==> config.mk <==
export PLATFORM = sky130hd
export DESIGN_NAME = timer_counter_core
export DESIGN_NICKNAME = d
export VERILOG_FILES = /design/src/rtl/timer_counter_core.sv
export SDC_FILE = /design/constraint.sdc
export NUM_CORES = 1
export LEC_CHECK = 0
export ABC_AREA = 0
export CORE_UTILIZATION = 45
export CTS_CLUSTER_DIAMETER = 30
export DETAILED_ROUTE_END_ITERATION = 6
export GPL_TIMING_DRIVEN = 0
export PLACE_DENSITY = 0.78
export SLEW_MARGIN = 5
export SYNTH_ARGS = -nofsm -noshare
export SYNTH_HDL_FRONTEND = slang
export SYNTH_SLANG_ARGS = --single-unit
==> constraint.sdc <==
create_clock -name PCLK -period 5.9 [get_ports PCLK]
set_input_delay 1.77 -clock PCLK [delete_from_list [all_inputs] [get_ports PCLK]]
set_output_delay 1.77 -clock PCLK [all_outputs]
set_load 0.01 [all_outputs]
==> src/rtl/timer_counter_core.sv <==
// Timer counter core: a WIDTH-bit up/down counter advanced by the rising edges
// of a selectable tick source. It supports explicit load, free-run or reload
// wrap, one-shot stop, and sticky overflow/underflow flags.
module timer_counter_core #(
    parameter int WIDTH   = 8,
    parameter int NUM_CLK = 4,
    parameter int SEL_W   = 2
) (
    input  logic               PCLK,
    input  logic               RST,
    input  logic [NUM_CLK-1:0] clk_in,
    input  logic [SEL_W-1:0]   clk_sel,
    input  logic [WIDTH-1:0]   tdr,
    input  logic               load,
    input  logic               en,
    input  logic               dir,
    input  logic               reload_mode,
    input  logic               one_shot,
    input  logic               ovf_clr,
    input  logic               udf_clr,
    output logic [WIDTH-1:0]   cnt,
    output logic               ovf,
    output logic               udf,
    output logic               wrap_pulse,
    output logic               running
);

    typedef enum logic [1:0] {
        IDLE = 2'd0,
        RUN  = 2'd1,
        DONE = 2'd2
    } state_t;

    state_t           state;
    state_t           next_state;
    logic             sel_tick;
    logic             tick_q;
    logic             tick;
    logic             count_en;
    logic             ovf_evt;
    logic             udf_evt;
    logic [WIDTH-1:0] cnt_next;

    // Select the tick source; an out-of-range select yields a constant-low source.
    always_comb begin
        sel_tick = 1'b0;
        for (int i = 0; i < NUM_CLK; i++) begin
            if (clk_sel == SEL_W'(i)) begin
                sel_tick = clk_in[i];
            end
        end
    end

    // Remember the previous selected-source level for rising-edge detection.
    always_ff @(posedge PCLK or negedge RST) begin
        if (!RST) begin
            tick_q <= 1'b0;
        end else begin
            tick_q <= sel_tick;
        end
    end

    assign tick = sel_tick & ~tick_q;

    assign count_en = (state == RUN) && en && tick && !load;
    assign ovf_evt  = count_en && !dir && (cnt == {WIDTH{1'b1}});
    assign udf_evt  = count_en &&  dir && (cnt == {WIDTH{1'b0}});

    // Work out the next count: load wins, then wrap values, then a plain step.
    always_comb begin
        cnt_next = cnt;
        if (load) begin
            cnt_next = tdr;
        end else if (ovf_evt) begin
            cnt_next = reload_mode ? tdr : {WIDTH{1'b0}};
        end else if (udf_evt) begin
            cnt_next = reload_mode ? tdr : {WIDTH{1'b1}};
        end else if (count_en) begin
            cnt_next = dir ? (cnt - WIDTH'(1)) : (cnt + WIDTH'(1));
        end
    end

    // Count, flag and wrap-pulse registers; a set event beats a same-cycle clear.
    always_ff @(posedge PCLK or negedge RST) begin
        if (!RST) begin
            cnt        <= '0;
            ovf        <= 1'b0;
            udf        <= 1'b0;
            wrap_pulse <= 1'b0;
        end else begin
            cnt        <= cnt_next;
            ovf        <= ovf_evt | (ovf & ~ovf_clr);
            udf        <= udf_evt | (udf & ~udf_clr);
            wrap_pulse <= ovf_evt | udf_evt;
        end
    end

    // State register.
    always_ff @(posedge PCLK or negedge RST) begin
        if (!RST) begin
            state <= IDLE;
        end else begin
            state <= next_state;
        end
    end

    // Next-state logic: a one-shot wrap parks in DONE until the next load.
    always_comb begin
        next_state = state;
        case (state)
            IDLE: begin
                if (en) begin
                    next_state = RUN;
                end
            end
            RUN: begin
                if ((ovf_evt || udf_evt) && one_shot) begin
                    next_state = DONE;
                end else if (!en) begin
                    next_state = IDLE;
                end
            end
            DONE: begin
                if (load) begin
                    next_state = en ? RUN : IDLE;
                end
            end
            default: next_state = IDLE;
        endcase
    end

    // Output decode from the current state.
    always_comb begin
        running = 1'b0;
        if (state == RUN) begin
            running = 1'b1;
        end
    end

endmodule

* After elaboration in Yosys (flattened, before gate mapping)
Cells that the tools add are included.
Operators by class: equal/unequal tests 9, multiplexer cells 18, bitwise gates (word level) 9, reduce and logical (&&, ||, !) cells 16, add/subtract/negate cells 2
Operators by type and width (count):
- 2-to-1 mux 8 bit | 7
- adder 8 x 1 -> 8 bit, second input constant | 1
- == test 8 bit, second input constant | 1
- logical AND 1 bit | 8
- zero test 8 bit | 1
- 2-to-1 mux 2 bit | 4
- subtractor 8 x 1 -> 8 bit, second input constant | 1
- == test 2 bit, second input constant | 3
- 2-to-1 mux 1 bit | 6
- one-hot mux 2 bit (3 select lines) | 1
- == test 2 x 1 -> 1 bit, second input constant | 2
- zero test 2 bit | 2
- inequality test 2 bit, second input constant | 2
- nonzero test 4 bit | 1
- bitwise AND 1 bit | 3
- inequality test 3 x 2 -> 1 bit, second input constant | 1
- NOT 1 bit | 3
- bitwise OR 1 bit | 3
- AND reduction 3 bit | 1
- zero test 1 bit | 2
- logical OR 1 bit | 1
Storage, ports and cells: output and inout port bits 12, logic and storage cells 60, register bits 14, input bits 23

* Logic depth before layout (Yosys ltp)
word-level depth 14, gate-level depth with buffers 8, gate-level depth less buffers 8

* Worst setup path after synthesis
No wires, ideal clock.
path kind in2reg, from input dir, to register cnt[6], data required time 5770 ps, setup slack 2585 ps, buffers on the path 0, cell stages on the path 7, library setup time 130 ps, arrival 3184 ps, cell sequence ha_1 -> nor2b_1 -> o31a_1 -> o21a_1 -> or3_1 -> a31oi_1 -> o31ai_2
On the way: word-level cells in the longest chain between the ends 5, elaborated cells on any way between the ends 11, those cells by class mux (5); reduce/logical (6)
Ends and longest elaborated chain:
- from (decl) | line 16 | input logic dir,
- 2-to-1 mux 8 bit, or another cell as far along | line 79 | cnt_next = dir ? (cnt - WIDTH'(1)) : (cnt + WIDTH'(1));
- 2-to-1 mux 8 bit, or another cell as far along | line 78 | end else if (count_en) begin
- 2-to-1 mux 8 bit / logical AND 1 bit (equally long branches) | line 76, 66
- 2-to-1 mux 8 bit | line 74 | end else if (ovf_evt) begin
- 2-to-1 mux 8 bit | line 72 | if (load) begin
- to (signal assigned) | line 91 | cnt <= cnt_next;
- to (decl) | line 21 | output logic [WIDTH-1:0] cnt,
Parallel ways exist; a longest one is shown, timed or not. The select of a mux whose other input is x is not followed. A chain may end at the register's enable or synchronous reset.

* Final worst setup path
Same ends and word-level chain as after synthesis.

==> summary.txt <==
Setup path
  • Crit start category: input pin
  • Cell family with most CP delay: compound AO/OA/AOI/OAI gates
  • R2r endpoint: cnt[6]
  • CP Buf/Inv Count: 1
  • Worst Setup End Kind: register
  • R2r startpoint: cnt[2]
  • Crit-path slowest cell: clkdlybuf4s50_1
  • Critical path class: in2reg
  • Internal reg-to-reg setup slack: 3.75 ns
  • Worst Path Required: 6.07 ns
  • CP Max Fanout: 9
  • Biggest cell delay along the critical path: 0.60 ns
  • Worst EP arrival: 4.04 ns
  • Reg2Reg Depth: 7
  • CP cell instances: clkdlybuf4s50_1 -> ha_1 -> nor2b_1 -> o31a_1 -> o21a_1 -> or3_1 -> a31oi_1 -> o31ai_2

STA
  • Setup ws final: 2.03 ns
  • Period utilization: 65.6%
  • Relative slew slack: 56.7%
  • Fmax: 258 MHz
  • Setup Viol. Count Final: 0
  • RSZ-0062 raised after global routing: no
  • Setup TNS: 0 ns
  • Slew Viols, Final: 0
  • Min Tclk post-route: 3.87 ns
  • Worst slew pin tran: 0.648 ns
  • Skew final: 0.00376 ns
  • Final Hold Fails: 0

GRT
  • Via count of the first global-routing pass: 1077
  • GRT Util Overall: 23.7%
  • GR Overflow Total: 0
  • Largest net degree at the start of global routing: 15
  • First-pass GRT wire length: 4.70 mm
  • Antenna violations before repair: 0

CTS
  • Hold Buf Count CTS: 0
  • CTS Buf Count: 3
  • Root Buffer: clkbuf_4
  • # clock sinks: 14
  • Clk_lat worst skew: 0.29 ns
  • Clock buffer depth: 2
  • CTS tree: done
  • CTS clock-pin slew for the worst setup and hold paths: 0.09 ns
  • H-tree depth: 1
  • Post-CTS Setup Bufs: 0
  • PostCTS Resize Cnt: 0

Yosys
  • Compound-Gate Fraction of Synth Area: 28.7%
  • Post-synth EDFFs: 0
  • Avg Synthesized Cell Area: 8.86 sq um
  • Post-Synth Adder-Cell Area: 8.66%
  • Largest family of logic cells by synthesized area: compound AO/OA/AOI/OAI gates
  • Net count after synthesis: 154
  • YS warnings: 0
  • Synthesized instance count: 124
  • Library cells used by synthesis: 45
  • Register area share after synthesis: 31.9%
  • Simple-gate share of the synthesized area: 22.3%
  • Synth Area in XOR/XNOR: 2.39%
  • Synth async-reset ratio: 100%
  • Mapped Area: 0.00110 sq mm
  • #FFs+latches synth: 14
  • Mux contribution to synthesized area: 2.96%
  • Main synth FF type: dfrtp_1

Status
  • Outcome: finished clean

Floorplan
  • I/O pin count: 35
  • Die width: 51.4 um
  • Core footprint: 0.00225 sq mm
  • Rows: 17
  • Die Span Y: 51.4 um
  • Initial Utilization: 48.7%
  • Die area: 0.00264 sq mm

Drt
  • DR vias/cell: 5.97
  • WL/cell: 14.4 um
  • Drt first pass iters: 4
  • Routed WL: 2.73 mm
  • Post-route ant nets: 0
  • Via count: 1129
  • First DRT Iteration DRCs: 27
  • # DRC: 0

Min path
  • Worst Hold Depth: 2
  • Startpoint of the lowest-slack hold path: ovf
  • Hold EP: ovf
  • Hold/Removal Path Class: reg2reg

Power and ir drop
  • PwrDens: 192 mW/mm^2
  • VDD IR max: 123 uV
  • Static Leak: 0.601 nW

Place
  • Routability Congestion: 0.841
  • Placed Area: 0.00146 sq mm
  • IO Port Bufs: 33
  • Post-DP HPWL: 2.11 mm
  • Post-place setup slack: 1.75 ns

Finish
  • Final nets: 192
  • Area Growth Syn to Fin: 36.6%
  • Layout cell share with drive strength beyond 1: 8.07%
  • # diodes: 0
  • Fin area: 0.00150 sq mm

Flow run
  • Max-Cap Viols: 0
==> state kept, by name, summed over array words and instances, names as in the netlist <==
signal,cells
ovf,1
tick_q,1
cnt,8
wrap_pulse,1
udf,1
state,2
==> final cells by class <==
| class | instances | area, sq um |
|---|---|---|
| multi-input combinational | 101 | 714 |
| tap | 28 | 35.0 |
| buffer | 3 | 11.3 |
| inverter | 6 | 22.5 |
| fill | 195 | 754 |
| sequential | 14 | 350 |
| timing repair buffer | 33 | 330 |
| clock buffer | 4 | 36.3 |
==> routing by layer <==
layer  GRT usage, %  up-vias  routed length, um
li1               -      547                  -
met1           29.3      525               1200
met2           42.4       52               1330
met3           2.08        5                174
met4           8.11        0                 32
met5              0        -                  0
==> cells in the mapped netlist (3+ instances only) <==
library cell / instances / area (sq um)
a21oi_1: 15 / 75.1
a31oi_1: 3 / 18.8
dfrtp_1: 14 / 350
ha_1: 6 / 75.1
inv_1: 6 / 22.5
nand2_1: 6 / 22.5
nand4_1: 3 / 18.8
nor2_1: 13 / 48.8
nor2b_1: 4 / 25.0
o21a_1: 3 / 22.5
o21ai_0: 6 / 30.0
o21ai_1: 4 / 20.0
==> metrics by stage <==
stage	utilization, %	cells	power [mW]	hold slack (ns)
global placement	64.9	185	0.213	0.526
detailed placement	64.9	185	0.216	0.531
finish	66.5	189	0.288	0.539
floorplan	-	124	0.172	0.522
CTS	66.5	189	0.288	0.545
global route	66.5	189	0.306	0.588
==> worst max-delay path by stage <==
stage                     startpoint     end  cells past startpoint
after CTS                        dir  cnt[6]                      8
after global routing             dir  cnt[6]                      8
after floorplan                  dir  cnt[6]                      7
after global placement           dir  cnt[6]                      8
after detailed placement         dir  cnt[6]                      8
final                            dir  cnt[6]                      8
==> cell usage in the layout (no fill, tap or decap), types with 4 or more instances in the layout <==
master,netlist,routed
nand2_1,6,6
inv_1,6,6
o21ai_0,6,6
clkdlybuf4s50_1,0,33
dfrtp_1,14,14
o21ai_1,4,4
nor2_1,13,13
ha_1,6,6
nor2b_1,4,4
a21oi_1,15,15
==> worst register-to-register path, cell delays in order (launching register included) <==
cell	delay (ns)
dfrtp_1	0.45
ha_1	0.36
nor2b_1	0.16
o31a_1	0.27
o21a_1	0.18
or3_1	0.32
a31oi_1	0.21
o31ai_2	0.07
==> kinds of logic (layout without fill, tap and decap cells) <==
family / Yosys count / count (layout)
AND/OR/NAND/NOR: 42 / 42
adder cells (fa/ha/maj): 7 / 7
flip-flops: 14 / 14
XOR/XNOR: 3 / 3
multiplexers: 2 / 2
buffers and inverters: 9 / 46
AO/OA/AOI/OAI: 47 / 47
==> power by group <==
group / switching, mW / total, mW / internal [mW]
Sequential: 0.0106 / 0.113 / 0.103
Combinational: 0.0484 / 0.102 / 0.0537
Clock: 0.0343 / 0.0719 / 0.0376
No activity file was read; power rests on OpenSTA's default activity.
==> patch 1: new RTL, same flow settings <==
`WIDTH`: 8 -> 12.
--- a/src/rtl/timer_counter_core.sv
+++ b/src/rtl/timer_counter_core.sv
@@ -4,3 +4,3 @@
 module timer_counter_core #(
-    parameter int WIDTH   = 8,
+    parameter int WIDTH   = 12,
     parameter int NUM_CLK = 4,
Interface: changed (resized cnt and tdr); port bits go from 35 to 43. No check against the original RTL was run, so the function may have changed too.
==> patch 1 against the original RTL <==
- total power increased by 28%
- synthesized cell count increased by 42%
- design area increased by 33%
- sequential share of layout area decreased by 0.82 points
- sequential cell count increased by 4
- die area increased by 35%
- core utilization decreased by 2.1 points
- via count increased by 40%
- synthesized area increased by 37%
- worst setup slack got worse by 410 ps
- routed wire length increased by 45%
- cell count increased by 40%
- non-clock buffer count increased by 10
- critical path type unchanged
- largest cell class unchanged
- largest power group is now combinational logic
==> patch 1: results (changes against the original RTL) <==
pwr:
  peakVddDrop_uv: 178  # was 123 uV
  leakagePower_uw: 0.000791  # was 0.000601 uW
finish:
  area_growth_pct: 33.2  # was 36.6%
  drive_above_1_share_pct: 6.79  # was 8.07%
  largest_registers: "cnt (12), state (2)"  # was cnt (8), state (2)
  fillers: 304  # was 195
  nets: 261  # was 192
global_routing:
  grt_first_pass_wirelength_mm: 7.04  # was 4.70 mm
  grtUsageMet1_pct: 31.7  # was 29.3%
  use_met3_pct: 4.98  # was 2.08%
  antenna_found_initial: 0  # unchanged
  grtUsageMet2_pct: 46.8  # was 42.4%
  grt_pass1_vias: 1645  # was 1077
  track_usage_pct: 25.9  # was 23.7%
place:
  gp_congestion: 0.880  # was 0.841
  io_buffers: 42  # was 33
  post_dp_cell_area_um2: 1980  # was 1460 um^2
  place_hpwl_mm: 3.16  # was 2.11 mm
critical_path:
  r2r_cells: 7  # unchanged
  arrival_ps: 4470  # was 4040 ps
  r2r_setup_slack_ps: 3530  # was 3750 ps
  max_stage_delay_ps: 820  # was 600 ps
  cp_max_fo: 14  # was 9
yosys:
  synthDistinctLibCells: 50  # was 45
  synth_nets: 214  # was 154
  netlist_top_cells_count: "a21oi_1 (25), dfrtp_1 (18), nor2_1 (13), o21ai_0 (13)"  # was a21oi_1 (15), dfrtp_1 (14), nor2_1 (13)
  yosys-top-cells-area: "dfrtp_1 (30%), a21oi_1 (8.3%), ha_1 (8.3%)"  # was dfrtp_1 (32%), a21oi_1 (6.8%), ha_1 (6.8%)
  synth-seq-area-share_pct: 30.0  # was 31.9%
route:
  wl_per_cell_um: 15.0  # was 14.4 um
  viasPerCell: 5.95  # was 5.97
  drtIter0Drc: 99  # was 27
clock_network:
  clock_latency_ps: 290  # about the same
timing:
  worst-slew-pin-transition_ps: 819  # was 648 ps
  fin_worst_skew_ps: 15.6  # was 3.76 ps
run_status:
  status: "completed"  # unchanged
## patch 1: cell count changes in the layout (fill, tap and decap cells not counted), moves of 3 or more
cell,change
nand2_1,+4
inv_1,+4
xnor2_1,+3
ha_1,+4
nor3_1,+6
a21oi_1,+10
clkdlybuf4s50_1,+9
dfrtp_1,+4
o21ai_0,+7
o21ai_1,-3
## patch 1: per-stage QoR
step                hold WS [ps]  cells  setup slack [ps]
floorplan                    511    176              2430
global placement             526    262              1320
detailed placement           534    262              1360
CTS                          550    265              1640
global route                 573    265              1400
finish                       548    265              1620
## patch 1: kinds of logic (layout without fill, tap and decap cells)
| logic type | Yosys count | in the layout | share of synthesized area, % |
|---|---|---|---|
| compound gates | 67 | 67 | 29.4 |
| simple gates | 57 | 57 | 20.7 |
| flops | 18 | 18 | 30.0 |
| buf+inv | 14 | 59 | 4.00 |
| fa+ha+maj | 11 | 11 | 9.67 |
| xor+xnor | 7 | 7 | 4.08 |
| mux | 2 | 2 | 2.17 |
## patch 1: power by group
group | internal, uW | total, uW | switching [uW]
clock | 23.7 | 59.7 | 36.0
combinational | 81.8 | 159 | 77.7
sequential | 133 | 148 | 14.9
## patch 1: tightest hold or removal path: cells and delay by family, from the launching register on
| kind | cells | cell delay (ps) |
|---|---|---|
| flip-flops | 1 | 390 |
| AO/OA/AOI/OAI | 1 | 70 |
| buffers and inverters | 1 | 50 |
## patch 1: path summary, 6_finish.rpt
path	from	to
min in group asynchronous	RST	cnt[7]
worst max-delay path	dir	cnt[8]
worst min register to register	ovf	ovf
worst min-delay path	ovf	ovf
worst max register to register	cnt[2]	cnt[8]
max in group asynchronous	RST	cnt[1]
## patch 1: cell type report
| class | instances | share of cell area [%] |
|---|---|---|
| multi-input combinational | 144 | 49.6 |
| sequential | 18 | 22.5 |
| clock buffer | 3 | 1.13 |
| buffer | 4 | 1.13 |
| tap | 44 | 2.75 |
| timing repair buffer | 42 | 21.0 |
| inverter | 10 | 1.88 |
## patch 1: layer usage
metal	vias up	wire length, um	part of all wire, %
met4	0	48	1.2
met1	744	1690	43
met5	-	0	0
li1	760	-	-
met3	6	221	5.6
met2	66	2010	51
==> patch 2: new RTL, same flow settings <==
Made on the original files. Put one more register stage on the output `ovf`. The value now appears one clock later. The other outputs are not delayed to match.
--- a/src/rtl/timer_counter_core.sv
+++ b/src/rtl/timer_counter_core.sv
@@ -32,2 +32,4 @@
     } state_t;
+
+    logic ovf_s0;
 
@@ -86,3 +88,3 @@
             cnt        <= '0;
-            ovf        <= 1'b0;
+            ovf_s0     <= 1'b0;
             udf        <= 1'b0;
@@ -91,3 +93,3 @@
             cnt        <= cnt_next;
-            ovf        <= ovf_evt | (ovf & ~ovf_clr);
+            ovf_s0     <= ovf_evt | (ovf_s0 & ~ovf_clr);
             udf        <= udf_evt | (udf & ~udf_clr);
@@ -139,2 +141,6 @@
 
+    always_ff @(posedge PCLK) begin
+        ovf <= ovf_s0;
+    end
+
 endmodule
Behaviour: not the same (a bounded check fails within 4 cycles, from zero or initial values and one cycle with RST low).
==> patch 2 against the original RTL <==
- first-iteration DRC count grew 11%
- cell count decreased by 2.1%
- design area down 0.92%
- critical path type unchanged
- register-to-register slack better by 80 ps
- sequential cell count up 1
- global-route usage decreased by 0.90 points
- routed wire length up 0.40%
- non-clock buffer count decreased by 1
- total power up 0.81%
- largest cell class unchanged
- worst setup slack gained 53 ps
- synthesized area down 1.4%
- sequential share of layout area grew 1.6 points
- highest routed layer unchanged
- via count is 4.8% lower
- critical endpoint unchanged
==> patch 2: results (changes against the original RTL) <==
run_status:
  status: "completed"  # unchanged
yosys:
  yosys-top-cells-area: "dfrtp_1 (32%), ha_1 (6.9%), a21oi_1 (5.1%)"  # was dfrtp_1 (32%), a21oi_1 (6.8%), ha_1 (6.8%)
  netlist_top_cells_count: "dfrtp_1 (14), a21oi_1 (11), nor2_1 (10)"  # was a21oi_1 (15), dfrtp_1 (14), nor2_1 (13)
  synth-seq-area-share_pct: 34.2  # was 31.9%
  synth_nets: 149  # was 154
  synth_seq_cells: 15  # was 14
  postSynth.asyncResetShare_pct: 93.3  # was 100%
finish:
  seq_share_pct: 24.9  # was 23.4%
  clock_area_share_pct: 1.85  # was 2.42%
  inverters: 9  # was 6
  nNonClkBuffers: 35  # was 36
  buffer_area_share_pct: 23.1  # was 22.8%
  drive_above_1_share_pct: 8.92  # was 8.07%
  multi_input_area_um2: 676  # was 714 um^2
global_routing:
  track_usage_pct: 22.8  # was 23.7%
  grt_pass1_vias: 1045  # was 1077
pwr:
  p_int_uw: 191  # was 194 uW
  leakagePower_uw: 0.000626  # was 0.000601 uW
  pwr-share-comb_pct: 36.7  # was 35.5%
route:
  drtIter0Drc: 30  # was 27
place:
  io_buffers: 34  # was 33
  post_dp_cell_area_um2: 1460  # about the same
critical_path:
  max_stage_delay_ps: 710  # was 600 ps
timing:
  fin_worst_skew_ps: 1.65  # was 3.76 ps
floorplan:
  dieArea_um2: 2610  # was 2640 um^2
==> patch 2: cell types whose count changed after synthesis, sizes merged, moves of 2 or more <==
cell    change
nor3        +4
inv         +3
nor2        -3
a21o        +2
a21oi       -2
a31oi       -2
nand2b      -2
nand3       +2
nand4       -2
o31a        +2
o31ai       -2
==> patch 2: stage by stage <==
stage,hold slack (ps),setup slack (ps),utilization [%],total power (uW),cells
2_1_floorplan,348,2660,-,181,119
3_3_place_gp,365,1860,65.3,224,181
3_5_place_dp,364,1800,65.3,228,181
4_1_cts,387,2090,66.6,289,185
5_1_grt,407,1960,66.6,304,185
6_report,385,2080,66.6,290,185
==> patch 2: cell families (layout without fill, tap and decap cells) <==
| kind of cell | after synthesis | count (layout) | synth area share (%) |
|---|---|---|---|
| buffers and inverters | 10 | 48 | 3.46 |
| adder cells (fa/ha/maj) | 7 | 7 | 8.78 |
| AND/OR/NAND/NOR | 35 | 35 | 18.5 |
| multiplexers | 1 | 1 | 2.08 |
| XOR/XNOR | 4 | 4 | 3.23 |
| flip-flops | 15 | 15 | 34.2 |
| AO/OA/AOI/OAI | 47 | 47 | 29.8 |
==> patch 2: final timing paths <==
check,start,endpoint,slack [ps],cells after the start
max reg2reg,cnt[2],cnt[6],3830,7
max in group asynchronous,RST,cnt[1],3630,1
min in group asynchronous,RST,cnt[0],1860,1
min,ovf_s0,ovf,380,0
min reg2reg,ovf_s0,ovf,380,0
max,dir,cnt[6],2080,9
==> patch 2: per-layer routing <==
layer | routed length, um | track usage [%] | vias to the layer above | share of wire, %
met5 | 0 | 0 | - | 0
met4 | 32 | 10.2 | 0 | 1.2
met3 | 120 | 3.27 | 5 | 4.4
met2 | 1310 | 37.1 | 46 | 48
met1 | 1280 | 29.7 | 503 | 47
li1 | - | - | 521 | -
